File: config.mk
export PLATFORM = sky130hd
export DESIGN_NAME = conv3x3_window_gen
export DESIGN_NICKNAME = d
export VERILOG_FILES = /design/src/rtl/conv3x3_window_gen.sv
export SDC_FILE = /design/constraint.sdc
export NUM_CORES = 2
export LEC_CHECK = 0
export CELL_PAD_IN_SITES_DETAIL_PLACEMENT = 0
export CELL_PAD_IN_SITES_GLOBAL_PLACEMENT = 1
export CORE_UTILIZATION = 52
export CTS_CLUSTER_DIAMETER = 120
export DETAILED_ROUTE_END_ITERATION = 8
export PLACE_DENSITY = 0.78
export SYNTH_ARGS = -nofsm -noshare
export SYNTH_HDL_FRONTEND = slang
export SYNTH_SLANG_ARGS = --single-unit
File: constraint.sdc
create_clock -name clk -period 14.08 [get_ports clk]
set_input_delay 2.816 -clock clk [delete_from_list [all_inputs] [get_ports clk]]
set_output_delay 2.816 -clock clk [all_outputs]
set_load 0.01 [all_outputs]
File: src/rtl/conv3x3_window_gen.sv
// rtl/conv3x3_window_gen.sv - 3x3 sliding-window generator over a raster pixel stream
module conv3x3_window_gen #(
   parameter int DATA_WIDTH = 32,
   parameter int IMG_W      = 28,
   parameter int IMG_H      = 28
) (
   input  logic                  clk,
   input  logic                  rst,
   input  logic [DATA_WIDTH-1:0] data_in,
   input  logic                  valid_in,
   input  logic                  sof_in,
   output logic [DATA_WIDTH-1:0] win0,
   output logic [DATA_WIDTH-1:0] win1,
   output logic [DATA_WIDTH-1:0] win2,
   output logic [DATA_WIDTH-1:0] win3,
   output logic [DATA_WIDTH-1:0] win4,
   output logic [DATA_WIDTH-1:0] win5,
   output logic [DATA_WIDTH-1:0] win6,
   output logic [DATA_WIDTH-1:0] win7,
   output logic [DATA_WIDTH-1:0] win8,
   output logic                  valid_out,
   output logic                  frame_last
);

   localparam int CW = $clog2(IMG_W);
   localparam int RW = $clog2(IMG_H);
   localparam logic [CW-1:0] COL_LAST = CW'(IMG_W - 1);
   localparam logic [RW-1:0] ROW_LAST = RW'(IMG_H - 1);

   logic [CW-1:0] col, col_eff, col_nxt;
   logic [RW-1:0] row, row_eff, row_nxt;

   // lb_a holds the previous row, lb_b the one before it; no reset needed since
   // valid_out is only raised once both have been rewritten for the current frame
   logic [DATA_WIDTH-1:0] lb_a [IMG_W];
   logic [DATA_WIDTH-1:0] lb_b [IMG_W];
   logic [DATA_WIDTH-1:0] tap_a, tap_b;

   // sof_in forces the accepted pixel to (0,0); compute its position and the following one
   always_comb begin
      col_eff = sof_in ? '0 : col;
      row_eff = sof_in ? '0 : row;
      tap_a   = lb_a[col_eff];
      tap_b   = lb_b[col_eff];
      col_nxt = col_eff + 1'b1;
      row_nxt = row_eff;
      if (col_eff == COL_LAST) begin
         col_nxt = '0;
         row_nxt = (row_eff == ROW_LAST) ? '0 : row_eff + 1'b1;
      end
   end

   // line buffers: read-before-write at the current column, age the row down one buffer
   always_ff @(posedge clk) begin
      if (valid_in) begin
         lb_b[col_eff] <= lb_a[col_eff];
         lb_a[col_eff] <= data_in;
      end
   end

   // position counters, window shift registers and the output strobes
   always_ff @(posedge clk or posedge rst) begin
      if (rst) begin
         col        <= '0;
         row        <= '0;
         win0       <= '0;
         win1       <= '0;
         win2       <= '0;
         win3       <= '0;
         win4       <= '0;
         win5       <= '0;
         win6       <= '0;
         win7       <= '0;
         win8       <= '0;
         valid_out  <= 1'b0;
         frame_last <= 1'b0;
      end else if (valid_in) begin
         col        <= col_nxt;
         row        <= row_nxt;
         win0       <= win1;
         win1       <= win2;
         win2       <= tap_b;
         win3       <= win4;
         win4       <= win5;
         win5       <= tap_a;
         win6       <= win7;
         win7       <= win8;
         win8       <= data_in;
         valid_out  <= (row_eff >= RW'(2)) && (col_eff >= CW'(2));
         frame_last <= (row_eff == ROW_LAST) && (col_eff == COL_LAST);
      end else begin
         valid_out  <= 1'b0;
         frame_last <= 1'b0;
      end
   end

endmodule

## Yosys cells after proc, flatten, opt, wreduce, memory -nomap -nowiden

Memories as Yosys holds them, arrays and structs flattened. A register that Yosys moved wholly into a read port is not among the register bits.
Cells that the tools add are included.

- Register bits after elaboration: 268
- Bits in writable memories: 1792
- Input bits: 36
- Logic and storage cells: 31
- Memories: 2

Memories:

| name | depth | width | rd ports | clocked after Yosys merged registers in | write ports | RTL line | text |
|---|---|---|---|---|---|---|---|
| lb_a | 28 | 32 | 1 | 0 | 1 | 35 | `logic [DATA_WIDTH-1:0] lb_a [IMG_W];` |
| lb_b | 28 | 32 | 1 | 1 | 1 | 36 | `logic [DATA_WIDTH-1:0] lb_b [IMG_W];` |

- Add/subtract/negate cells: 2
- Magnitude comparators: 2
- Equality and inequality tests: 2
- Mux-type cells: 9
- Reduce and logical (&&, ||, !) cells: 2

Operators with widths:

| cell | number |
|---|---|
| $mux W5 | 5 |
| $add A5 B1 Y5 const B | 2 |
| $eq A5 B5 Y1 const B | 2 |
| $ge A5 B2 Y1 const B | 2 |
| $mux W1 | 4 |
| $logic_and A1 B1 Y1 | 2 |

## Longest topological paths before layout

- Depth after elaboration: 4
- Depth in mapped cells: 10
- Gate-level depth less buffers: 6

## Worst setup path before layout

No wires, ideal clock.

- Path type: input to register
- Start: input sof_in
- End: memory lb_a[0][0], enable pin
- Data arrival time: 6692 ps
- Slack: 6902 ps
- Cell stages on the path: 9
- Cells stage by stage: and2b_1 buf_2 inv_2 buf_4 buf_2 buf_2 ha_1 nand2_1 nor2_1

- Word-level cells in the longest chain between the ends: 1

RTL lines:

| element | RTL line | text |
|---|---|---|
| from (decl) | 11 | `input logic sof_in,` |
| $mux W5 | 41 | `col_eff = sof_in ? '0 : col;` |
| to (decl) | 35 |  |

No other way between the ends.

## Worst setup path in the final report

- Start: input sof_in
- End: memory lb_b[21][5], enable pin

- Word-level cells in the longest chain between the ends: 1

RTL lines:

| element | RTL line |
|---|---|
| $mux W5 | 41 |
| to (decl) | 36 |

No other way between the ends.

==> flow_summary_export.csv <==
group,metric,value,unit
cts,cts_resized,0,
cts,h-tree-depth,4,
timing,finalCriticalPeriod,7.04,ns
synthesis,synth_fp_nets,5022,
placement,dp_hpwl,122,mm
run,drv_cap,1,
worst_setup_path,endpoint_kind,"flop",
cts,root_buffer,"clkbuf_16",
synthesis,async_flop_share,14.3,%
synthesis,synth_area,81900,um2
worst_setup_path,crit_type,"in -> reg",
hold_path,min_path_type,"reg -> reg",
floorplanning,core,156000,um2
timing,rsz0062_at_grt,"false",
synthesis,yosysWarnings,0,
timing,tightest_slew,1.59,ns
route,drtAntennaViolNets,0,
route,wl,224,mm
placement,gp_congestion,0.825,
worst_setup_path,crit_arrival,7.49,ns
synthesis,synth.area.top_cells,"edfxtp_1, dfrtp_1, mux2_2",
timing,hold_viol_final,0,
floorplanning,die_height,399,um
route,routedWlPerCell,29.7,um
run_status,violations,"max-capacitance violations, max-slew violations",
worst_setup_path,worstPathRequired,14.53,ns
timing,fin_ws,7.04,ns
floorplanning,num_io_pins,326,
pwr,ir_drop,0.137,mV
timing,drv_slew,3,
cts,path_clk_slew,0.06,ns
final_layout,finalNetCount,5337,
pwr,p_leak,31.8,nW
cts,clockBufferDepth,3,
synthesis,ys_seq_area_share,74.9,%
timing,skew,0.0324,ns
synthesis,yosys.area.top_type,"edfxtp_1",
synthesis,ys_types,72,
synthesis,synthTopCellsByCount,"edfxtp_1, nand2_1, mux2_2",
timing,relSlewSlack,-6.07,%
floorplanning,fp.dieW,399,um
cts,cts_sinks,2092,
pwr,powerDensity,158,nW/um2
final_layout,syn2layout_area_growth,15.0,%
cts,cts_tree,"yes",
global_routing,grt_overflow_total,0,
route,via_per_inst,6.35,
synthesis,ys.flop_type,"edfxtp_1",
global_routing,grt_usage,28.2,%
timing,setup_viol,0,
cts,holdBufCountCts,0,
route,dr_total_vias,47900,
run_status,outcome,"finished with violations",
cts,clkLatencyLatePin,0.84,ns
placement,pre_cts_ws,6.29,ns
cts,cts-buffers-inserted,205,
floorplanning,core.rowCount,145,
worst_setup_path,crit_fanout,75,
worst_setup_path,start_kind,"input port",
timing,post-route-period-util,50.0,%
synthesis,avgSynthCellArea,16.4,um2
placement,io_buffer_count,325,
synthesis,synth_cells,4985,
floorplanning,start_util,52.4,%
final_layout,drive_gt1_share,16.1,%
synthesis,synth_edf_count,1792,
timing,fin_tns_setup,0,ns
global_routing,grt_max_degree,160,
global_routing,grt_pass1_vias,46700,
synthesis,ys_seq_elements,2092,
route,first_pass_iters,5,
route,first_iter_violations,6060,
route,drc_errors,0,
cts,cts_setup_buffers,0,
synthesis,synth_top_area_share,65.7,%
floorplanning,dieArea,159000,um2
timing,max_freq,0.142,GHz
global_routing,antenna_found_initial,9,
global_routing,grt_pass1_wl,325,mm
synthesis,yosysMostFrequentCell,"edfxtp_1",
## final timing paths
path / start / to / slack, ns / cells after the start
min in group asynchronous: rst / win8[31] / 2.49 / 2
worst max register to register: col[0] / lb_b[21][5] / 8.51 / 6
max in group asynchronous: rst / win2[25] / 9.44 / 4
worst min register to register: win0[10] / win0[10] / 0.50 / 1
worst min-delay path: win0[10] / win0[10] / 0.50 / 1
worst max-delay path: sof_in / lb_b[21][5] / 7.04 / 7
## power by group
part / internal (mW) / switching, mW
clock: 3.17 / 2.33
combinational: 0.807 / 1.17
sequential: 7.17 / 0.229
total: 11.1 / 3.73
## per-stage QoR
step / utilization (%) / hold slack, ns / cell area (um2) / power [mW] / cells
finish: 60.3 / 0.503 / 94200 / 14.9 / 7541
detailed placement: 56.0 / 0.495 / 87400 / 9.49 / 7151
CTS: 60.3 / 0.508 / 94200 / 14.9 / 7538
global route: 60.3 / 0.517 / 94200 / 15.3 / 7538
global placement: 56.0 / 0.489 / 87400 / 9.45 / 7151
floorplan: - / 0.495 / 81900 / 8.46 / 4985
## area by class of cell
class,instances,area (um2)
clock inverter,97,1040
inverter,6,47.5
multi-input combinational,2534,19100
sequential,2092,61300
tap,2058,2570
clock buffer,290,5730
fill,11500,62000
timing repair buffer,461,4350
antenna,3,7.51
## kinds of logic (layout without fill, tap and decap cells)
group                    count (synthesis)  after routing  share of synthesized area, %
AO/OA/AOI/OAI                          960            960                          8.28
adder cells (fa/ha/maj)                  1              1                        0.0153
buffers and inverters                  359            854                          2.16
flip-flops                            2092           2092                          74.9
multiplexers                           659            659                          9.05
other                                    0              3                             0
AND/OR/NAND/NOR                        914            914                          5.63
## cell usage in the layout (no fill, tap or decap), types with 11 or more instances in the layout
cell and count:
edfxtp_1 1792, nand2_1 442, mux2_2 331, clkdlybuf4s50_1 323, dfrtp_1 297, mux2i_1 292, clkbuf_16 206, o21ai_0 141
buf_4 131, a21oi_1 130, a22oi_1 110, a211oi_1 104, a31oi_1 100, and2_1 95, nor2_1 78, nor2b_1 69
a221oi_1 63, a311oi_1 63, o211ai_1 59, clkbuf_1 58, a221o_1 56, nand3_1 32, mux4_2 32, nor3b_1 32
o221ai_1 29, nor2_4 29, clkinv_2 28, clkinv_1 27, clkbuf_8 27, nand3b_1 26, o21ai_1 20, nand4_1 20
o22ai_1 19, bufinv_16 18, a41oi_1 16, a32oi_1 16, nor4bb_1 16, nor4_1 13, clkinvlp_4 11
## layer usage
metal  vias to the layer above  global-route usage, %  routed length, um
met3                       412                   4.72              21100
met1                     24700                   40.0              90100
met2                      2556                   44.7             106000
met4                         2                   8.84               7030
met5                         -                      0                 14
li1                      20200                      -                  -
## worst max-delay path, cell delays in order
cell	delay, ns
clkbuf_8	0.24
nor2b_4	0.24
buf_4	0.46
buf_4	0.78
nand3_1	0.75
nor2_4	1.18
buf_4	0.85
## registers in the layout, indices dropped and copies added, names as in the netlist
name and flops:
win3 32, lb_a 896, win2 32, row 5, col 5, win7 32, win8 32, frame_last 1
lb_b 896, win4 32, win6 32, win0 32, valid_out 1, win5 32, win1 32
(Power assumes the default switching activity.)
